File: src/rtl/fetch_pkg.sv
// Fetch stage shared types: queue entry, FSM state, NOP encoding.
// No ports; imported by fetch_queue and fetch_unit.
package fetch_pkg;

    typedef struct packed {
        logic [31:0] pc;
        logic [31:0] instr;
    } fetch_entry_t;

    typedef enum logic {
        F_RUN,
        F_FLUSH
    } fetch_state_t;

    localparam logic [31:0] INSTR_NOP = 32'h0000_0013;

endpackage

File: src/rtl/fetch_queue.sv
// DEPTH-entry sync FIFO of fetched {pc, instr} entries.
// Ports: clk, rst (async high), push/push_entry, pop, flush, count, head_valid, head.
module fetch_queue
    import fetch_pkg::*;
#(
    parameter int DEPTH = 2,
    localparam int CW = $clog2(DEPTH) + 1,
    localparam int AW = $clog2(DEPTH)
) (
    input  logic         clk,
    input  logic         rst,
    input  logic         push,
    input  fetch_entry_t push_entry,
    input  logic         pop,
    input  logic         flush,
    output logic [CW-1:0] count,
    output logic         head_valid,
    output fetch_entry_t head
);

    localparam logic [CW-1:0] FULL = CW'(DEPTH);

    fetch_entry_t    mem [DEPTH];
    logic [AW-1:0]   wr_ptr;
    logic [AW-1:0]   rd_ptr;
    logic [CW-1:0]   cnt;
    logic            do_pop;
    logic            do_push;

    assign do_pop  = pop && (cnt != '0);
    // A full queue may still take a push when the head leaves this cycle.
    assign do_push = push && ((cnt != FULL) || do_pop);

    always_ff @(posedge clk or posedge rst) begin
        if (rst) begin
            wr_ptr <= '0;
            rd_ptr <= '0;
            cnt    <= '0;
            for (int i = 0; i < DEPTH; i++) begin
                mem[i] <= '0;
            end
        end else if (flush) begin
            wr_ptr <= '0;
            rd_ptr <= '0;
            cnt    <= '0;
        end else begin
            if (do_push) begin
                mem[wr_ptr] <= push_entry;
                wr_ptr      <= wr_ptr + AW'(1);
            end
            if (do_pop) begin
                rd_ptr <= rd_ptr + AW'(1);
            end
            cnt <= cnt + CW'(do_push) - CW'(do_pop);
        end
    end

    assign count      = cnt;
    assign head_valid = (cnt != '0);
    assign head       = mem[rd_ptr];

endmodule

File: src/rtl/fetch_unit.sv
// RV32 instruction-fetch stage: PC, credit-limited imem requests, response
// queue to IF/ID, redirect flush with stale-response dropping.
// Ports: clk, rst, fetch_en, imem_req_*/imem_addr, imem_rsp_*,
//        redirect_valid/redirect_pc, if_valid/if_ready/if_instr/if_pc.
module fetch_unit
    import fetch_pkg::*;
#(
    parameter logic [31:0] RESET_PC = 32'h0000_0000,
    parameter int          DEPTH    = 2
) (
    input  logic        clk,
    input  logic        rst,
    input  logic        fetch_en,
    output logic        imem_req_valid,
    input  logic        imem_req_ready,
    output logic [31:0] imem_addr,
    input  logic        imem_rsp_valid,
    input  logic [31:0] imem_rsp_data,
    input  logic        redirect_valid,
    input  logic [31:0] redirect_pc,
    output logic        if_valid,
    input  logic        if_ready,
    output logic [31:0] if_instr,
    output logic [31:0] if_pc
);

    localparam int CW = $clog2(DEPTH) + 1;
    localparam logic [CW:0] CREDITS = (CW + 1)'(DEPTH);

    logic [31:0]   pc_q;
    logic [31:0]   resp_pc;
    logic [CW-1:0] in_flight;
    logic [CW-1:0] drop_cnt;
    fetch_state_t  state;

    logic [CW-1:0] q_count;
    logic          q_valid;
    fetch_entry_t  q_head;
    fetch_entry_t  q_entry;

    logic          req_fire;
    logic          dropping;
    logic          q_push;
    logic [CW:0]   used;
    logic [CW-1:0] redir_drop;
    logic [31:0]   redir_pc;
    logic          unused_pc_bits;

    assign unused_pc_bits = &redirect_pc[1:0];
    assign redir_pc = {redirect_pc[31:2], 2'b00};

    // Dropped responses stay in in_flight, so they still hold credit.
    assign used = {1'b0, q_count} + {1'b0, in_flight};

    assign imem_req_valid = !rst && fetch_en && !redirect_valid
                          && (used < CREDITS);
    assign imem_addr = pc_q;
    assign req_fire  = imem_req_valid && imem_req_ready;

    assign dropping   = (state == F_FLUSH);
    assign q_push     = imem_rsp_valid && !redirect_valid && !dropping;
    assign redir_drop = in_flight - CW'(imem_rsp_valid);
    assign q_entry    = '{pc: resp_pc, instr: imem_rsp_data};

    always_ff @(posedge clk or posedge rst) begin
        if (rst) begin
            pc_q      <= RESET_PC;
            resp_pc   <= RESET_PC;
            in_flight <= '0;
            drop_cnt  <= '0;
            state     <= F_RUN;
        end else begin
            in_flight <= in_flight + CW'(req_fire) - CW'(imem_rsp_valid);
            if (redirect_valid) begin
                pc_q     <= redir_pc;
                resp_pc  <= redir_pc;
                drop_cnt <= redir_drop;
                state    <= (redir_drop != '0) ? F_FLUSH : F_RUN;
            end else begin
                if (req_fire) begin
                    pc_q <= pc_q + 32'd4;
                end
                if (imem_rsp_valid) begin
                    unique case (state)
                        F_FLUSH: begin
                            drop_cnt <= drop_cnt - CW'(1);
                            if (drop_cnt == CW'(1)) begin
                                state <= F_RUN;
                            end
                        end
                        F_RUN: begin
                            resp_pc <= resp_pc + 32'd4;
                        end
                    endcase
                end
            end
        end
    end

    fetch_queue #(.DEPTH(DEPTH)) u_queue (
        .clk        (clk),
        .rst        (rst),
        .push       (q_push),
        .push_entry (q_entry),
        .pop        (q_valid && if_ready),
        .flush      (redirect_valid),
        .count      (q_count),
        .head_valid (q_valid),
        .head       (q_head)
    );

    assign if_valid = q_valid;
    assign if_instr = q_valid ? q_head.instr : INSTR_NOP;
    assign if_pc    = q_valid ? q_head.pc : RESET_PC;

    // The credit rule makes a response into a full queue impossible.
    always @(posedge clk) begin
        if (!rst) begin
            assert (!(imem_rsp_valid && (q_count == CW'(DEPTH))));
        end
    end

endmodule

File: config.mk
export PLATFORM = sky130hd
export DESIGN_NAME = fetch_unit
export DESIGN_NICKNAME = d
export VERILOG_FILES = /design/src/rtl/fetch_pkg.sv /design/src/rtl/fetch_queue.sv /design/src/rtl/fetch_unit.sv
export SDC_FILE = /design/constraint.sdc
export NUM_CORES = 1
export LEC_CHECK = 0
export BUFFER_PORTS_ARGS = -buffer_cell sky130_fd_sc_hd__buf_2
export CORE_UTILIZATION = 40
export CTS_CLUSTER_SIZE = 28
export DETAILED_ROUTE_END_ITERATION = 8
export HOLD_SLACK_MARGIN = 0.15
export SYNTH_ARGS = -nofsm -noshare
export SYNTH_HDL_FRONTEND = slang
export SYNTH_SLANG_ARGS = --single-unit
File: constraint.sdc
create_clock -name clk -period 13.8 [get_ports clk]
set_clock_uncertainty 0.2 [all_clocks]
set_input_delay 1.38 -clock clk [delete_from_list [all_inputs] [get_ports clk]]
set_output_delay 1.38 -clock clk [all_outputs]
set_load 0.01 [all_outputs]
# Yosys cells after proc, flatten, opt, wreduce, memory -nomap -nowiden

Index checks and enable logic that the tools add are counted.
Widths: inputs -> output; s select.

Register bits after elaboration: 201
Bits of input ports: 71
Output and inout port bits: 98
Logic and storage cells: 83

Add/subtract/negate cells: 11
Magnitude comparators: 4
Eq/ne operators: 3
Mux-type cells: 26
Bitwise gates (word level): 3
Reduce and logical (&&, ||, !) cells: 24

Operators with widths:

| kind                  | number |
|---|---|
| $mux 64               | 4 |
| $mux 32               | 7 |
| $bwmux 128            | 1 |
| $add 32x3->32 const B | 2 |
| $demux 64 s1          | 1 |
| $reduce_bool 2->1     | 7 |
| $logic_and 1x1->1     | 10 |
| $mux 1                | 9 |
| $mux 2                | 4 |
| $reduce_and 2->1      | 3 |
| $sub 2x1->2           | 3 |
| $add 2x1->2           | 2 |
| $ge 2x2->1 const B    | 2 |
| $ne 2x2->1 const B    | 2 |
| $not 1->2             | 2 |
| $add 2x2->3           | 1 |
| $logic_not 1->1       | 3 |
| $lt 3x2->1 const B    | 1 |
| $add 1x1->1 const B   | 2 |
| $eq 2x1->1 const B    | 1 |
| $lt 2x1->1 const B    | 1 |
| $sub 2x1->2 const B   | 1 |
| $logic_or 1x1->1      | 1 |
| $not 1->1             | 1 |

# Logic depth before layout (Yosys ltp)

Depth after elaboration: 8
Mapped depth: 13
Mapped depth without buffers: 11

# Modules after synthesis

Synthesis repeated with hierarchy kept, for this count alone.

Cells, all modules: 852
Area, all modules: 10128.5 µm²

Modules (own cells, without submodules):

| module      | times used | cells an instance | area each (µm²) | sequential area each (µm²) |
|---|---|---|---|---|
| fetch_queue | 1          | 365               | 5979.5          | 3303.2 |
| fetch_unit  | 1          | 487               | 4149.0          | 1626.6 |

# Least setup slack after synthesis

Ideal clock, no wire load.

Kind: input to output
Start: input port redirect_valid
End: output port imem_req_valid
Arrival time: 1.776 ns
Data required time: 12.220 ns
Slack: 10.444 ns
Cell stages on the path: 2
Buffers on the path: 0
Path through: nor4_2 and2_1

Cells in the longest elaborated chain, start to end: 3

Ends and longest elaborated chain:

| what               | RTL line         | text |
|---|---|---|
| start: declaration | fetch_unit.sv:19 | `input logic redirect_valid,` |
| $logic_not 1->1    | fetch_unit.sv:55 | `assign imem_req_valid = !rst && fetch_en && !redirect_valid` |
| $logic_and 1x1->1  | fetch_unit.sv:55 |  |
| $logic_and 1x1->1  | fetch_unit.sv:56 | `&& (used < CREDITS);` |
| end: declaration   | fetch_unit.sv:14 | `output logic imem_req_valid,` |

No other way between the ends.

# Worst setup path in the final report

Ends and elaborated chain as after synthesis.

==> impl_metrics.tcl <==
set metrics [dict create \
    status "complete, no violations" \
    fin_crit_sh 0.290 \
    start_util 0.409 \
    grt_max_degree 117 \
    rr_worst_depth 11 \
    clk_pin_slew_ns 0.07 \
    ff_latch_area_sq_um 4830 \
    via_per_inst 5.17 \
    synthCells 812 \
    slew_headroom 0.343 \
    io_pins 169 \
    fin_setup_tns_ns 0 \
    die_x_um 157 \
    cts_tree "done" \
    drv_slew 0 \
    cp-start-kind "input pin" \
    post-dp-hpwl_um 15000 \
    p_leak_nw 5.00 \
    ys_top_cells_by_count "dfrtp_1, mux2_2, nor2_1, mux2i_1, nand2_1" \
    dr.pass1.iters 4 \
    cts-root-buf "clkbuf_16" \
    synthTopCellsByArea "dfrtp_1, mux2_2, mux2i_1" \
    critPathArrivalTime_ns 2.42 \
    synth_compound_area_frac 0.0408 \
    route.vias.total 6678 \
    diodes 0 \
    hold_buffers 0 \
    ys_seq_elements 193 \
    die_y_um 157 \
    fill_cells 2200 \
    synthArstFlopShare 1.00 \
    ys_warn_count 0 \
    post-route-drc-count 0 \
    cap_violations 0 \
    ctsResizeCount 0 \
    rows 56 \
    hp-class "reg2reg" \
    io_buffers 162 \
    min_period_ns 4.00 \
    setup_ws_ns 9.80 \
    finalHoldViolations 0 \
    timing.critical_path.mode_cell "buf_2" \
    synth_seq_area_share 0.504 \
    fin_nets 1040 \
    wl_per_cell_um 17.1 \
    crit_type "in2out" \
    path_cells "buf_2, buf_4, nor4_2, and2_1, buf_2" \
    yosysTopAreaCellShare 0.504 \
    routabilityCongestion 0.897 \
    path_max_fanout 50 \
    synth_edf_count 0 \
    layout-drive-gt1-share 0.376 \
    dieArea_sq_um 24600 \
    vdd_drop_max_v 0.000114 \
    synthXorXnorAreaFrac 0.0475 \
    worst_slew_pin_slew_ns 0.985 \
    cts_sinks 193 \
    cpPeakStageDelay_ns 0.34 \
    fmax_mhz 250 \
    finalSetupViolations 0 \
    power_density_nw_per_um2 184 \
    synth-simple-area-share 0.134 \
    synth_top_family_by_area "multiplexers" \
    cts_setup_buffers 0 \
    routed_wl_um 22100 \
    ys_types 55 \
    grt-ovfl-total 0 \
    drtAntennaViolNets 0 \
    place_ws_ns 9.63 \
    cts_made_buffers 17 \
    hold_depth 1 \
    cpMaxStageDelayCell "nor4_2" \
    antenna_found_initial 0 \
    clk_latency_ns 0.43 \
    design.core.area_sq_um 23500 \
    track_usage 0.188 \
    grt_pass1_vias 6705 \
    required_ns 12.22 \
    h-tree-depth 4 \
    grt_pass1_wl_um 35800 \
    crit_path_end_kind "output port" \
    synthMuxAreaShare 0.231 \
    postSynthAreaPerCell_sq_um 11.8 \
    synth_largest_area_cell "dfrtp_1" \
    synth-adder-area-share 0.0125 \
    syn_area_sq_um 9590 \
    rsz0062_at_grt "false" \
    max-clock-path-buffers 2 \
    multi_input_area_sq_um 4490 \
    drtIter0Drc 355 \
    yosysMostFrequentCell "dfrtp_1" \
    area_growth_pct 17.3 \
    yosys_most_used_dff "dfrtp_1" \
]
power breakdown:
part	internal, mW	switching, mW	leakage (nW)
combinational	0.346	0.355	2.31
clock	0.253	0.232	0.285
sequential	0.753	0.135	2.41
path summary, 6_finish.rpt:
check	slack (ns)	from	end
min reg2reg	0.29	u_queue.mem[65]	u_queue.mem[65]
min in group asynchronous	0.92	rst	imem_addr[4]
max in group asynchronous	10.84	rst	u_queue.rd_ptr
min	0.29	u_queue.mem[65]	u_queue.mem[65]
max reg2reg	10.27	u_queue.count[0]	in_flight[1]
max	9.80	redirect_valid	imem_req_valid
critical path, delay by kind of cell:
family	cells	cell delay (ns)
simple gates	2	0.51
buf+inv	3	0.51
through the flow:
stage / cells / util / cell area [sq um] / hold slack (ns) / power [mW]
2_1_floorplan: 815 / - / 9600 / 0.257 / 1.37
5_1_grt: 1292 / 0.479 / 11200 / 0.317 / 2.22
4_1_cts: 1292 / 0.479 / 11200 / 0.292 / 2.11
3_3_place_gp: 1260 / 0.454 / 10700 / 0.267 / 1.60
3_5_place_dp: 1260 / 0.454 / 10700 / 0.274 / 1.61
6_report: 1292 / 0.479 / 11200 / 0.290 / 2.07
metal layers:
metal	vias to the layer above	global-route usage	share of wire
met3	19	0.0330	0.058
met1	3266	0.269	0.49
li1	3180	-	-
met4	0	0.0537	0.013
met2	213	0.292	0.44
met5	-	0	0
area by class of cell:
type                    instances  area share
clock buffers                  20      0.0415
well taps                     319      0.0355
inverters                      16     0.00623
repair buffers                170      0.0774
flip-flops and latches        193       0.430
clock inverters                12      0.0101
multi-input cells             562       0.399
cell families (layout without fill, tap and decap cells):
kind of cell	Yosys count	after routing
buffers and inverters	60	218
AOI/OAI and AO/OA	60	60
DFF	193	193
other	1	4
xor gates and xnor gates	52	52
muxes	204	204
adders and majority gates	9	9
and+or+nand+nor	233	233
layout by cell type, fill, tap and decap left out, types with 3 or more instances in the layout:
cell type	Yosys	layout
mux2_2	135	135
inv_1	15	13
a21boi_1	3	3
nand2_1	43	43
ha_1	8	8
nand2b_1	6	6
buf_2	12	162
nor4_1	4	4
and4_1	4	4
o211ai_1	9	9
clkinv_4	0	4
and3_1	9	9
mux2i_1	62	62
buf_4	12	8
nand3_1	23	23
nor2_1	76	75
inv_8	0	5
a21boi_0	8	8
clkbuf_16	0	17
nand4_1	24	24
dfrtp_1	193	192
and2_1	5	4
conb_1	1	4
nor4_2	5	5
mux2_1	7	7
inv_6	0	3
nor3_1	8	8
a31oi_1	5	5
clkbuf_8	0	3
xnor2_1	32	32
xor2_1	20	20
o21ai_0	19	19
o311ai_0	6	6
nor3_2	4	4
a21oi_1	4	4
nor4_4	3	3
flip-flops by register name, indices dropped and copies added, names as in the netlist:
name            count
drop_cnt            2
dropping            1
imem_addr          30
in_flight           2
resp_pc            30
u_queue.count       2
u_queue.mem       124
u_queue.rd_ptr      1
u_queue.wr_ptr      1
No activity file was read; power rests on OpenSTA's default activity.
